<file path="src/rtl/cpu_pkg.sv">
// rtl/cpu_pkg.sv - shared CPU defaults, register-zero index and write-back source encoding
package cpu_pkg;

  localparam int DEF_DATA_W = 32;
  localparam int DEF_ADDR_W = 5;
  localparam int DEF_CNT_W  = 32;
  localparam int REG_ZERO   = 0;

  typedef enum logic [1:0] {
    WB_SRC_ALU = 2'd0,
    WB_SRC_MEM = 2'd1,
    WB_SRC_CP0 = 2'd2
  } wb_src_e;

  // CP0 data wins over load data, which wins over the ALU result.
  function automatic wb_src_e wb_src_sel(input logic mfc0, input logic memtoreg);
    if (mfc0)
      return WB_SRC_CP0;
    else if (memtoreg)
      return WB_SRC_MEM;
    else
      return WB_SRC_ALU;
  endfunction

endpackage

</file>
<file path="src/rtl/gpr_array.sv">
// rtl/gpr_array.sv - GPR storage with one write port and two write-bypassed combinational read ports
module gpr_array
  import cpu_pkg::*;
#(
  parameter int DATA_W = DEF_DATA_W,
  parameter int ADDR_W = DEF_ADDR_W
) (
  input  logic              clk,
  input  logic              reset,
  input  logic              wen,
  input  logic [ADDR_W-1:0] waddr,
  input  logic [DATA_W-1:0] wdata,
  input  logic [ADDR_W-1:0] rs_addr,
  input  logic [ADDR_W-1:0] rt_addr,
  output logic [DATA_W-1:0] rs_data,
  output logic [DATA_W-1:0] rt_data
);

  localparam int DEPTH = 2 ** ADDR_W;
  localparam logic [ADDR_W-1:0] ZERO_IDX = ADDR_W'(REG_ZERO);

  logic [DATA_W-1:0] mem [DEPTH];

  always_ff @(posedge clk) begin
    if (reset) begin
      for (int i = 0; i < DEPTH; i++)
        mem[i] <= '0;
    end else if (wen && waddr != ZERO_IDX) begin
      mem[waddr] <= wdata;
    end
  end

  // Register zero is forced here too so a bypass to index 0 can never leak data.
  always_comb begin
    rs_data = '0;
    if (rs_addr != ZERO_IDX)
      rs_data = (wen && rs_addr == waddr) ? wdata : mem[rs_addr];
  end

  always_comb begin
    rt_data = '0;
    if (rt_addr != ZERO_IDX)
      rt_data = (wen && rt_addr == waddr) ? wdata : mem[rt_addr];
  end

endmodule

</file>
<file path="src/rtl/wb_regfile.sv">
// rtl/wb_regfile.sv - write-back select, GPR commit and retire counter; WB_REGFILE_TRACE_EN adds debug trace outputs
module wb_regfile
  import cpu_pkg::*;
#(
  parameter int DATA_W = DEF_DATA_W,
  parameter int ADDR_W = DEF_ADDR_W,
  parameter int CNT_W  = DEF_CNT_W
) (
  input  logic              clk,
  input  logic              reset,
  input  logic              wb_valid,
  input  logic              wb_regwrite,
  input  logic              wb_memtoreg,
  input  logic              wb_mfc0,
  input  logic [DATA_W-1:0] wb_aluout,
  input  logic [DATA_W-1:0] wb_rdata,
  input  logic [DATA_W-1:0] wb_except_data,
  input  logic [31:0]       wb_pc,
  input  logic [ADDR_W-1:0] wb_rd,
  input  logic [ADDR_W-1:0] rs_addr,
  input  logic [ADDR_W-1:0] rt_addr,
  output logic [DATA_W-1:0] rs_data,
  output logic [DATA_W-1:0] rt_data,
  output logic [CNT_W-1:0]  retire_cnt
`ifdef WB_REGFILE_TRACE_EN
  ,
  output logic [31:0]       debug_wb_pc,
  output logic [3:0]        debug_wb_rf_wen,
  output logic [ADDR_W-1:0] debug_wb_rf_wnum,
  output logic [DATA_W-1:0] debug_wb_rf_wdata
`endif
);

  wb_src_e           wb_src;
  logic [DATA_W-1:0] wdata;
  logic              wen;

  always_comb begin
    wb_src = wb_src_sel(wb_mfc0, wb_memtoreg);
    wdata  = wb_aluout;
    case (wb_src)
      WB_SRC_CP0: wdata = wb_except_data;
      WB_SRC_MEM: wdata = wb_rdata;
      default:    wdata = wb_aluout;
    endcase
  end

  // Writes in the reset cycle are dropped, so the bypass must not see them either.
  assign wen = wb_valid & wb_regwrite & (wb_rd != ADDR_W'(REG_ZERO)) & ~reset;

  gpr_array #(
    .DATA_W (DATA_W),
    .ADDR_W (ADDR_W)
  ) u_gpr_array (
    .clk     (clk),
    .reset   (reset),
    .wen     (wen),
    .waddr   (wb_rd),
    .wdata   (wdata),
    .rs_addr (rs_addr),
    .rt_addr (rt_addr),
    .rs_data (rs_data),
    .rt_data (rt_data)
  );

  always_ff @(posedge clk) begin
    if (reset)
      retire_cnt <= '0;
    else if (wb_valid)
      retire_cnt <= retire_cnt + CNT_W'(1);
  end

`ifdef WB_REGFILE_TRACE_EN
  always_comb begin
    debug_wb_pc       = '0;
    debug_wb_rf_wen   = '0;
    debug_wb_rf_wnum  = '0;
    debug_wb_rf_wdata = '0;
    if (!reset) begin
      debug_wb_pc       = wb_pc;
      debug_wb_rf_wen   = {4{wen}};
      debug_wb_rf_wnum  = wb_rd;
      debug_wb_rf_wdata = wdata;
    end
  end
`else
  logic unused_pc;
  assign unused_pc = ^wb_pc;
`endif

endmodule
</file>
<file path="config.mk">
export PLATFORM = sky130hd
export DESIGN_NAME = wb_regfile
export DESIGN_NICKNAME = d
export VERILOG_FILES = /design/src/rtl/cpu_pkg.sv /design/src/rtl/gpr_array.sv /design/src/rtl/wb_regfile.sv
export SDC_FILE = /design/constraint.sdc
export NUM_CORES = 2
export LEC_CHECK = 0
export ABC_CLOCK_PERIOD_IN_PS = 2800
export BUFFER_PORTS_ARGS = -buffer_cell sky130_fd_sc_hd__buf_2
export CELL_PAD_IN_SITES_DETAIL_PLACEMENT = 0
export CELL_PAD_IN_SITES_GLOBAL_PLACEMENT = 1
export CORE_MARGIN = 2
export CORE_UTILIZATION = 48
export CTS_BUF_LIST = sky130_fd_sc_hd__clkbuf_4
export DETAILED_ROUTE_END_ITERATION = 6
export PLACE_DENSITY = 0.84
export SLEW_MARGIN = 20
export SYNTH_ARGS = -nofsm -noshare
export SYNTH_HDL_FRONTEND = slang
export SYNTH_SLANG_ARGS = --single-unit
</file>
<file path="constraint.sdc">
create_clock -name clk -period 2.8 [get_ports clk]
set_clock_uncertainty 0.15 [all_clocks]
set_input_delay 0.42 -clock clk [delete_from_list [all_inputs] [get_ports clk]]
set_output_delay 0.42 -clock clk [all_outputs]
set_load 0.02 [all_outputs]
</file>
==> results.py <==
metrics = {
    "outcome": {
        "status": "finished, violations left",
        "violations": "setup timing",
    },
    "layout": {
        "final_cells": 6939,
        "drive_gt1_frac": 0.385,
        "area_growth_syn_to_layout_pct": 26.4,
        "layout.nets": 5389,
        "final_area_um2": 70600,
    },
    "floorplan": {
        "die_area_um2": 119000,
        "io_pins": 245,
        "fp.coreArea_um2": 116000,
        "initial_core_util": 0.482,
        "die_y_um": 345,
        "row_count": 125,
        "die_w_um": 345,
    },
    "detailed_routing": {
        "post_drt_wl_per_cell_um": 32.2,
        "vias": 46500,
        "route.detailed.drc": 0,
        "drt_iter0_markers": 7250,
        "antenna_left": 0,
        "avgViaCountPerCell": 6.70,
        "first_pass_iters": 6,
        "routed_wl_um": 224000,
    },
    "placed_design": {
        "io_buffers": 212,
        "gp_congestion": 0.973,
        "dpl-instance-area_um2": 64100,
        "placedCellCount": 6385,
        "place_hpwl_um": 144000,
    },
    "worst_setup_path": {
        "worstPathMaxFanout": 2,
        "critPathSlowestCell": "mux4_2",
        "crit_buf_inv": 2,
        "path_class": "reg2out",
        "path_delay_family": "multiplexers",
        "rr_endpoint": "retire_cnt[26]",
        "critical_path_arrival_ns": 3.19,
        "critPathMaxStageDelay_ns": 0.49,
        "reg2reg_from": "retire_cnt[0]",
        "cp.required_ns": 2.23,
        "end_kind": "output port",
        "worstPathCellList": "mux4_2 > mux2i_2 > nor2_2 > nor4_2 > a211oi_1 > buf_4 > buf_6",
        "r2r_cells": 6,
        "start_kind": "flip-flop",
        "rrSetupSlack_ns": 0.39,
    },
    "grt": {
        "grt_max_degree": 43,
        "grt_first_pass_wirelength_um": 315000,
        "grt.total_usage": 0.368,
        "grt_pass1_vias": 45900,
        "grt-ovfl-total": 0,
        "antenna_found_initial": 8,
    },
    "synthesis": {
        "yosys.area.top_type": "edfxtp_1",
        "synth-edff-count": 1024,
        "postSynthCellCount": 4433,
        "ys_seq_elements": 1056,
        "ys.flop_type": "edfxtp_1",
        "postSynthAreaPerCell_um2": 12.6,
        "yosysWarningCount": 0,
        "syn_area_um2": 55800,
        "synth_seq_area_share": 0.562,
        "synthTopCellsByArea": "edfxtp_1 55%, mux4_2 11%, nor2_1 7.6%",
        "synthArstFlopShare": 0,
        "yosysUniqueCellTypes": 57,
        "synth_top_area_frac": 0.551,
    },
    "pwr": {
        "p_total_mw": 38.8,
        "leakage_nw": 26.4,
        "power_density_nw_per_um2": 550,
        "vdd_drop_max_mv": 0.338,
    },
    "worst_hold_path": {
        "worstHoldStart": "wb_rd[0]",
        "hold_path.class": "in2reg",
        "hold_end": "u_gpr_array.mem[5][15]",
        "holdPathStages": 6,
    },
    "timing": {
        "worst_hold_slack_ns": 0.143,
        "setup_ws_ns": -0.958,
        "rsz0062_at_grt": "yes",
        "period_share": 1.34,
        "hold_viol_final": 0,
        "drv_slew": 0,
        "fin_crit_ns": 3.76,
        "tightest_slew_ns": 1.05,
        "fmax_mhz": 266,
        "relSlewSlack": 0.300,
        "setup_viol": 64,
    },
    "clock_tree": {
        "htree_levels": 5,
        "cts_buffer_depth": 4,
        "cts_root_buf": "clkbuf_4",
        "cts_buffers": 295,
        "cts_sinks": 1056,
        "cts.clk_slew.worst_paths_ns": 0.07,
        "clk_latency_ns": 1.23,
        "cts_tree": "yes",
    },
    "run": {
        "maxCapViolCount": 0,
    },
}
cells in the mapped netlist, types with 61 or more instances:
cell type and n:
a211oi_1 105, nor2_1 1133, o21ai_0 68, nand2b_1 70, mux4_2 279, edfxtp_1 1024, clkbuf_1 322, mux2i_1 386
buf_2 99, o22ai_1 61, nand2_1 78, nor2b_1 85, a221oi_1 99, mux2_2 124, nor3_1 98
state kept, by name, indices dropped and copies added (netlist names):
name / cells
retire_cnt: 32
u_gpr_array.mem: 1024
worst register-to-register path: stages, from the launching register on:
cell and delay [ns]:
dfxtp_1 0.47, ha_1 0.21, and4_1 0.27, nand2_1 0.16, or4_1 0.57, or3_1 0.38, a21oi_1 0.14
layout make-up:
type,instances,area [um2]
well taps,1524,1910
inverters,9,33.8
fillers,8674,45100
clock buffers,404,3030
multi-input cells,2937,24900
clock inverters,63,279
flip-flops and latches,1056,31400
diodes,6,15.0
repair buffers,940,9020
through the flow:
stage	worst slack, ns	TNS [ns]	utilization
6_report	-0.958	-50.05	0.610
5_1_grt	-1.08	-56.99	0.610
4_1_cts	-0.972	-54.46	0.603
3_5_place_dp	-1.05	-27.23	0.554
3_3_place_gp	-1.14	-27.03	0.554
2_1_floorplan	-0.0554	-6.59	-
power by group:
part	internal [mW]	total, mW	leakage [nW]	switching [mW]
clock network	6.70	13.2	2.02	6.52
registers	18.1	18.6	10.0	0.462
logic	3.04	7.01	14.4	3.97
total	27.9	38.8	26.4	11.0
cells by family (layout without fill, tap and decap cells):
family	count (synthesis)	in the layout	share of synthesized area
and+or+nand+nor	1547	1547	0.118
other	1	38	0.0000672
adders and majority gates	1	1	0.000224
AOI/OAI and AO/OA	539	539	0.0719
buffers and inverters	471	1416	0.0364
muxes	789	789	0.207
DFF	1056	1056	0.562
xor gates and xnor gates	29	29	0.00455
what timing repair did:
item,CTS,global route
endpoints found under the hold margin,1184,0
resized for setup,389,127
setup endpoints to repair,64,64
setup buffers,20,15
pin swaps,136,78
hold buffers,78,0
worst max-delay path by stage:
stage                                       from                     end  cells after the start
after floorplan                         wb_valid  u_gpr_array.mem[14][0]                      5
after global placement                rs_addr[1]             rs_data[14]                     11
after detailed placement              rs_addr[1]             rs_data[14]                     11
after CTS                 u_gpr_array.mem[4][14]             rs_data[14]                      7
after global routing       u_gpr_array.mem[8][7]              rs_data[7]                      8
final                     u_gpr_array.mem[1][15]             rs_data[15]                      7
routing by layer:
metal	global-route usage	wire length [um]
met1	0.444	73100
met2	0.559	99500
met3	0.134	34500
met4	0.237	16500
met5	0.00760	192
layout by cell type, fill, tap and decap left out, types with 22 or more instances in the layout:
| master | instances |
|---|---|
| nand2b_2 | 33 |
| mux2i_1 | 367 |
| buf_2 | 149 |
| dlygate4sd3_1 | 77 |
| nand2_2 | 30 |
| a211oi_2 | 30 |
| nor2_2 | 31 |
| a221o_1 | 55 |
| nor2b_1 | 57 |
| clkbuf_4 | 404 |
| nor3_1 | 72 |
| o22ai_1 | 55 |
| dfxtp_1 | 32 |
| o21ai_0 | 57 |
| buf_4 | 515 |
| edfxtp_1 | 1024 |
| a211oi_1 | 72 |
| nor2_1 | 1092 |
| buf_6 | 36 |
| clkinv_1 | 44 |
| buf_12 | 158 |
| nand2b_4 | 33 |
| nand2_1 | 47 |
| o21a_1 | 29 |
| mux2_2 | 123 |
| mux4_2 | 279 |
| nor3_2 | 22 |
| a221oi_1 | 81 |
| conb_1 | 32 |
Power figures use the tool's default switching activity.
